===== config.mk =====
export PLATFORM = sky130hd
export DESIGN_NAME = mem_access_unit
export DESIGN_NICKNAME = d
export VERILOG_FILES = /design/src/rtl/mem_access_unit_pkg.sv /design/src/rtl/mem_access_unit_load_align.sv /design/src/rtl/mem_access_unit.sv
export SDC_FILE = /design/constraint.sdc
export NUM_CORES = 1
export LEC_CHECK = 0
export ABC_CLOCK_PERIOD_IN_PS = 4900
export CAP_MARGIN = 20
export CORE_MARGIN = 10
export CORE_UTILIZATION = 36
export DETAILED_ROUTE_END_ITERATION = 8
export DONT_BUFFER_PORTS = 1
export PLACE_DENSITY = 0.58
export SETUP_SLACK_MARGIN = 0.15
export SKIP_CTS_REPAIR_TIMING = 1
export SLEW_MARGIN = 20
export SYNTH_ARGS = -nofsm -noshare
export SYNTH_HDL_FRONTEND = slang
export SYNTH_SLANG_ARGS = --single-unit

===== constraint.sdc =====
create_clock -name clk -period 4.9 [get_ports clk]
set_input_delay 0.49 -clock clk [delete_from_list [all_inputs] [get_ports clk]]
set_output_delay 0.49 -clock clk [all_outputs]
set_load 0.03 [all_outputs]

===== src/rtl/mem_access_unit_pkg.sv =====
// Shared op codes, error codes, RAM port levels and FSM encoding for the MEM-stage
// load/store unit.
package mem_access_unit_pkg;

   localparam logic [3:0] MEM_OP_LB  = 4'd0;
   localparam logic [3:0] MEM_OP_LBU = 4'd1;
   localparam logic [3:0] MEM_OP_LH  = 4'd2;
   localparam logic [3:0] MEM_OP_LHU = 4'd3;
   localparam logic [3:0] MEM_OP_LW  = 4'd4;
   localparam logic [3:0] MEM_OP_SB  = 4'd5;
   localparam logic [3:0] MEM_OP_SH  = 4'd6;
   localparam logic [3:0] MEM_OP_SW  = 4'd7;

   localparam logic [1:0] ERR_OK       = 2'b00;
   localparam logic [1:0] ERR_MISALIGN = 2'b01;
   localparam logic [1:0] ERR_RANGE    = 2'b10;

   localparam logic CHIP_ENABLE   = 1'b1;
   localparam logic CHIP_DISABLE  = 1'b0;
   localparam logic WRITE_ENABLE  = 1'b1;
   localparam logic WRITE_DISABLE = 1'b0;

   typedef enum logic [1:0] {
      ST_IDLE   = 2'd0,
      ST_ACCESS = 2'd1,
      ST_RESP   = 2'd2
   } state_t;

   function automatic logic is_store(input logic [3:0] op);
      return (op == MEM_OP_SB) || (op == MEM_OP_SH) || (op == MEM_OP_SW);
   endfunction

endpackage


===== src/rtl/mem_access_unit_load_align.sv =====
// Selects the addressed byte/halfword lane of a big-endian RAM word and
// sign- or zero-extends it according to the load op.
module load_align
   import mem_access_unit_pkg::*;
(
   input  logic [3:0]  op,
   input  logic [1:0]  addr_lo,
   input  logic [31:0] raw,
   output logic [31:0] result
);

   logic [7:0]  byte_lane;
   logic [15:0] half_lane;

   function automatic logic [31:0] sext8(input logic signed [7:0] v);
      logic signed [31:0] w;
      w = v;
      return w;
   endfunction

   function automatic logic [31:0] sext16(input logic signed [15:0] v);
      logic signed [31:0] w;
      w = v;
      return w;
   endfunction

   always_comb begin
      case (addr_lo)
         2'd0:    byte_lane = raw[31:24];
         2'd1:    byte_lane = raw[23:16];
         2'd2:    byte_lane = raw[15:8];
         default: byte_lane = raw[7:0];
      endcase
      half_lane = addr_lo[1] ? raw[15:0] : raw[31:16];

      case (op)
         MEM_OP_LB:  result = sext8(byte_lane);
         MEM_OP_LBU: result = {24'd0, byte_lane};
         MEM_OP_LH:  result = sext16(half_lane);
         MEM_OP_LHU: result = {16'd0, half_lane};
         default:    result = raw;
      endcase
   end

endmodule


===== src/rtl/mem_access_unit.sv =====
// MEM-stage load/store front-end: one request at a time, drives the data RAM for a
// single ACCESS cycle and returns a registered, lane-aligned result or error code.
module mem_access_unit
   import mem_access_unit_pkg::*;
#(
   parameter int MEM_ADDR_LOG2 = 12
) (
   input  logic        clk,
   input  logic        rst,
   input  logic        req_valid,
   output logic        req_ready,
   input  logic [3:0]  req_op,
   input  logic [31:0] req_addr,
   input  logic [31:0] req_wdata,
   input  logic        flush,
   output logic        resp_valid,
   input  logic        resp_ready,
   output logic [31:0] resp_data,
   output logic [1:0]  resp_err,
   output logic        ram_en,
   output logic        ram_write_en,
   output logic [3:0]  ram_write_sel,
   output logic [31:0] ram_addr,
   output logic [31:0] ram_write_data,
   input  logic [31:0] ram_read_data
);

   state_t      state, state_nxt;
   logic [3:0]  op_p0;
   logic [31:0] addr_p0;
   logic [31:0] wdata_p0;
   logic [31:0] data_p1;
   logic [1:0]  err_p1;

   logic        accept;
   logic        misaligned;
   logic        out_of_range;
   logic [31:0] load_val;

   load_align u_load_align (
      .op      (op_p0),
      .addr_lo (addr_p0[1:0]),
      .raw     (ram_read_data),
      .result  (load_val)
   );

   // Request classification; misaligned wins over out of range
   always_comb begin
      case (req_op)
         MEM_OP_LB, MEM_OP_LBU, MEM_OP_SB:  misaligned = 1'b0;
         MEM_OP_LH, MEM_OP_LHU, MEM_OP_SH:  misaligned = req_addr[0];
         default:                           misaligned = |req_addr[1:0];
      endcase
      out_of_range = |(req_addr >> MEM_ADDR_LOG2);
   end

   assign accept = req_valid && req_ready;

   always_comb begin
      state_nxt      = state;
      req_ready      = 1'b0;
      resp_valid     = 1'b0;
      resp_data      = 32'd0;
      resp_err       = ERR_OK;
      ram_en         = CHIP_DISABLE;
      ram_write_en   = WRITE_DISABLE;
      ram_write_sel  = 4'b0000;
      ram_addr       = 32'd0;
      ram_write_data = 32'd0;

      case (state)
         ST_IDLE: begin
            req_ready = !flush;
            if (req_valid && !flush)
               state_nxt = (misaligned || out_of_range) ? ST_RESP : ST_ACCESS;
         end
         ST_ACCESS: begin
            state_nxt = ST_RESP;
            if (!flush) begin
               ram_en   = CHIP_ENABLE;
               ram_addr = addr_p0;
               case (op_p0)
                  MEM_OP_SB: begin
                     ram_write_en   = WRITE_ENABLE;
                     ram_write_sel  = 4'b1000 >> addr_p0[1:0];
                     ram_write_data = {4{wdata_p0[7:0]}};
                  end
                  MEM_OP_SH: begin
                     ram_write_en   = WRITE_ENABLE;
                     ram_write_sel  = addr_p0[1] ? 4'b0011 : 4'b1100;
                     ram_write_data = {2{wdata_p0[15:0]}};
                  end
                  MEM_OP_SW: begin
                     ram_write_en   = WRITE_ENABLE;
                     ram_write_sel  = 4'b1111;
                     ram_write_data = wdata_p0;
                  end
                  default: ;
               endcase
            end
         end
         ST_RESP: begin
            resp_valid = !flush;
            resp_data  = data_p1;
            resp_err   = err_p1;
            if (resp_ready)
               state_nxt = ST_IDLE;
         end
         default: state_nxt = ST_IDLE;
      endcase

      if (flush)
         state_nxt = ST_IDLE;

      // Reset silences every output in the same cycle so an in-flight store cannot commit
      if (!rst) begin
         state_nxt      = ST_IDLE;
         req_ready      = 1'b0;
         resp_valid     = 1'b0;
         resp_data      = 32'd0;
         resp_err       = ERR_OK;
         ram_en         = CHIP_DISABLE;
         ram_write_en   = WRITE_DISABLE;
         ram_write_sel  = 4'b0000;
         ram_addr       = 32'd0;
         ram_write_data = 32'd0;
      end
   end

   always_ff @(posedge clk) begin
      if (!rst) begin
         state    <= ST_IDLE;
         op_p0    <= 4'd0;
         addr_p0  <= 32'd0;
         wdata_p0 <= 32'd0;
         data_p1  <= 32'd0;
         err_p1   <= ERR_OK;
      end else begin
         state <= state_nxt;
         // Stage p0: latch the accepted request and its error classification
         if (accept) begin
            op_p0    <= req_op;
            addr_p0  <= req_addr;
            wdata_p0 <= req_wdata;
            data_p1  <= 32'd0;
            err_p1   <= misaligned   ? ERR_MISALIGN :
                        out_of_range ? ERR_RANGE    : ERR_OK;
         end
         // Stage p1: register the extended load result at the end of ACCESS
         if (state == ST_ACCESS)
            data_p1 <= is_store(op_p0) ? 32'd0 : load_val;
      end
   end

endmodule


==> results.yml <==
outcome:
  status: "finished, final reports clean"
logic_synthesis:
  synth_nets: 799
  syn_avg_cell_area_um2: 7.794
  syn_area_um2: 5409
  synth.area.top_cells: "dfxtp_1 (38%), nand2_1 (13%), a21boi_0 (9.6%), nor2_1 (4.5%), and2_1 (3.8%)"
  ys.flop_type: "dfxtp_1"
  synth_seq_cells: 104
  synth_top_area_frac: 0.3849
  synth_area_leader_cell: "dfxtp_1"
  async_reset_ff_frac: 0
  ys.warnings.count: 0
  synth_edf_count: 0
  yosysUniqueCellTypes: 54
  ys_seq_area_frac: 0.3849
  syn_inst: 694
timing:
  holdWs_ns: 0.2600
  setup_tns_ns: 0
  max_freq_ghz: 0.2758
  setup_violations: 0
  worstMarginPinSlew_ns: 1.043
  drv_slew: 0
  fin_skew_ns: 0.003766
  min_period_ns: 3.626
  hold_viol_final: 0
  layout_worst_path_cycle_share: 0.7400
  rsz0062_at_grt: "no"
  slew_headroom: 0.2948
min_path:
  hp-start: "ram_read_data[19]"
  hold_path.class: "primary input to flip-flop"
  holdPathEnd: "data_p1[19]$_SDFFE_PN0P_"
  whs_path_depth: 1
detailed_routing:
  wl_per_cell_um: 20.90
  initialDrtViolationCount: 216
  dr_total_vias: 4663
  wirelength_um: 17660
  ant_nets: 0
  post-route-drc-count: 0
  drtPass1Iterations: 5
  via_per_inst: 5.518
critical_path:
  reg2reg_to: "wdata_p0[21]$_SDFFE_PN0P_"
  critPathArrivalTime_ns: 3.14
  r2r_start: "state[1]$_SDFFE_PP0P_"
  rr_worst_depth: 5
  required_ns: 4.41
  cp-start-kind: "flip-flop"
  r2r_slack_ns: 2.19
  cp-end-kind: "output port"
  cp_max_fo: 27
  worstSetupPathType: "flip-flop to output port"
pwr:
  pwr_density_cell_nw_per_um2: 292.1
  leakage_nw: 1.960
  ir_drop_mv: 0.1601
floorplanning:
  initial_core_util: 0.3694
  coreArea_um2: 14640
  die_y_um: 142.6
  die_x_um: 142.6
  dieArea_um2: 20330
  rows: 44
  ioPinCount: 211
global_route:
  antenna_found_initial: 0
  grt_usage: 0.1657
  grt_pass1_vias: 4646
  grt_max_degree: 110
  grt_first_pass_wirelength_um: 26470
  grt_overflow_total: 0
placed_design:
  hpwl_um: 13130
  io_buffer_count: 0
  globalplace.congestion: 0.8845
  dpl_cell_area_um2: 5440
final_layout:
  drive_gt1_frac: 0.1104
  n_antenna_cell: 0
  most-common-layout-cells: "nand2_1 (190), dfxtp_1 (104), a21boi_0 (69)"
  num-fill-cells: 1525
  final_area_um2: 5715
  area_growth_pct: 5.667
  nets: 762
  final_common_cell: "nand2_1"
clock_network:
  tritoncts: "built"
  clkLatencyLatePin_ns: 0.35
  cts_made_buffers: 9
  clock_path_buffers: 2
  cts_sinks: 104
  cts.reportedPaths.clkPinSlew_ns: 0.07
  cts_root_buf: "clkbuf_16"
  cts.htree.levels: 3
flow_run:
  maxCapViolCount: 0
## critical path, stage by stage (launching register included)
cell and delay (ns):
dfxtp_1 0.77, nor2_1 0.19, nor2_1 0.41, nand2_1 0.58
inv_1 0.47, o21a_1 0.37
## sequential cells by signal, summed over array words and instances, names as in the netlist
name and cells:
addr_p0 32, data_p1 32, wdata_p0 32, op_p0 4, err_p1 2, state 2
## per-layer routing
| layer | routed length [um] | global-route usage | part of all wire | vias to the layer above |
|---|---|---|---|---|
| li1 | - | - | - | 2281 |
| met1 | 6600 | 0.1760 | 0.37 | 2193 |
| met2 | 8754 | 0.2874 | 0.50 | 171 |
| met3 | 2004 | 0.07076 | 0.11 | 18 |
| met4 | 297 | 0.05917 | 0.017 | 0 |
| met5 | 0 | 0 | 0 | - |
## cell families (layout without fill, tap and decap cells)
kind of cell | Yosys count | after routing | share of synthesized area
buffers and inverters | 61 | 28 | 0.05528
AND/OR/NAND/NOR | 337 | 337 | 0.2813
flip-flops | 104 | 104 | 0.3849
AO/OA/AOI/OAI | 173 | 173 | 0.2348
multiplexers | 19 | 19 | 0.04372
## cells in the mapped netlist, drive strengths merged, types with 12 or more instances
cell      n
mux2     17
nand2   191
and3     17
a21boi   69
buf      26
o21ai    19
dfxtp   104
clkbuf   28
a21oi    24
and2     33
nor2     65
a221o    12
a211o    13
## metrics by stage
step           instances  utilization  total power [mW]  setup slack, ns
2_1_floorplan        694            -            0.9911            2.623
3_3_place_gp         830       0.3715             1.000            1.827
3_5_place_dp         830       0.3715             1.004            1.692
4_1_cts              845       0.3903             1.691            1.311
5_1_grt              845       0.3903             1.735           0.9659
6_report             845       0.3903             1.670            1.274
## layout make-up
| class | count | area [um2] | share of cell area |
|---|---|---|---|
| Multi-Input combinational cell | 529 | 3057 | 0.5348 |
| Sequential cell | 104 | 2082 | 0.3643 |
| Clock buffer | 13 | 260.3 | 0.04553 |
| Tap cell | 184 | 230.2 | 0.04028 |
| Timing Repair Buffer | 6 | 45.04 | 0.007881 |
| Inverter | 7 | 26.28 | 0.004597 |
| Clock inverter | 2 | 15.01 | 0.002627 |
## power breakdown
| part | total (mW) | leakage, nW | switching, mW | internal, mW |
|---|---|---|---|---|
| combinational | 0.102 | 0.990 | 0.0581 | 0.0443 |
| sequential | 0.881 | 0.842 | 0.0168 | 0.864 |
| clock | 0.686 | 0.128 | 0.316 | 0.371 |
## worst max-delay path by stage
stage / slack (ns) / endpoint / start
2_1_floorplan: 2.62 / ram_write_data[13] / rst
4_1_cts: 1.31 / ram_write_sel[0] / op_p0[0]$_SDFFE_PN0P_
3_3_place_gp: 1.83 / ram_write_sel[0] / op_p0[0]$_SDFFE_PN0P_
6_report: 1.27 / ram_write_sel[0] / op_p0[0]$_SDFFE_PN0P_
3_5_place_dp: 1.69 / ram_write_sel[0] / op_p0[0]$_SDFFE_PN0P_
5_1_grt: 0.97 / ram_write_sel[0] / op_p0[0]$_SDFFE_PN0P_
Note: power is estimated with default switching activity, not from simulation.
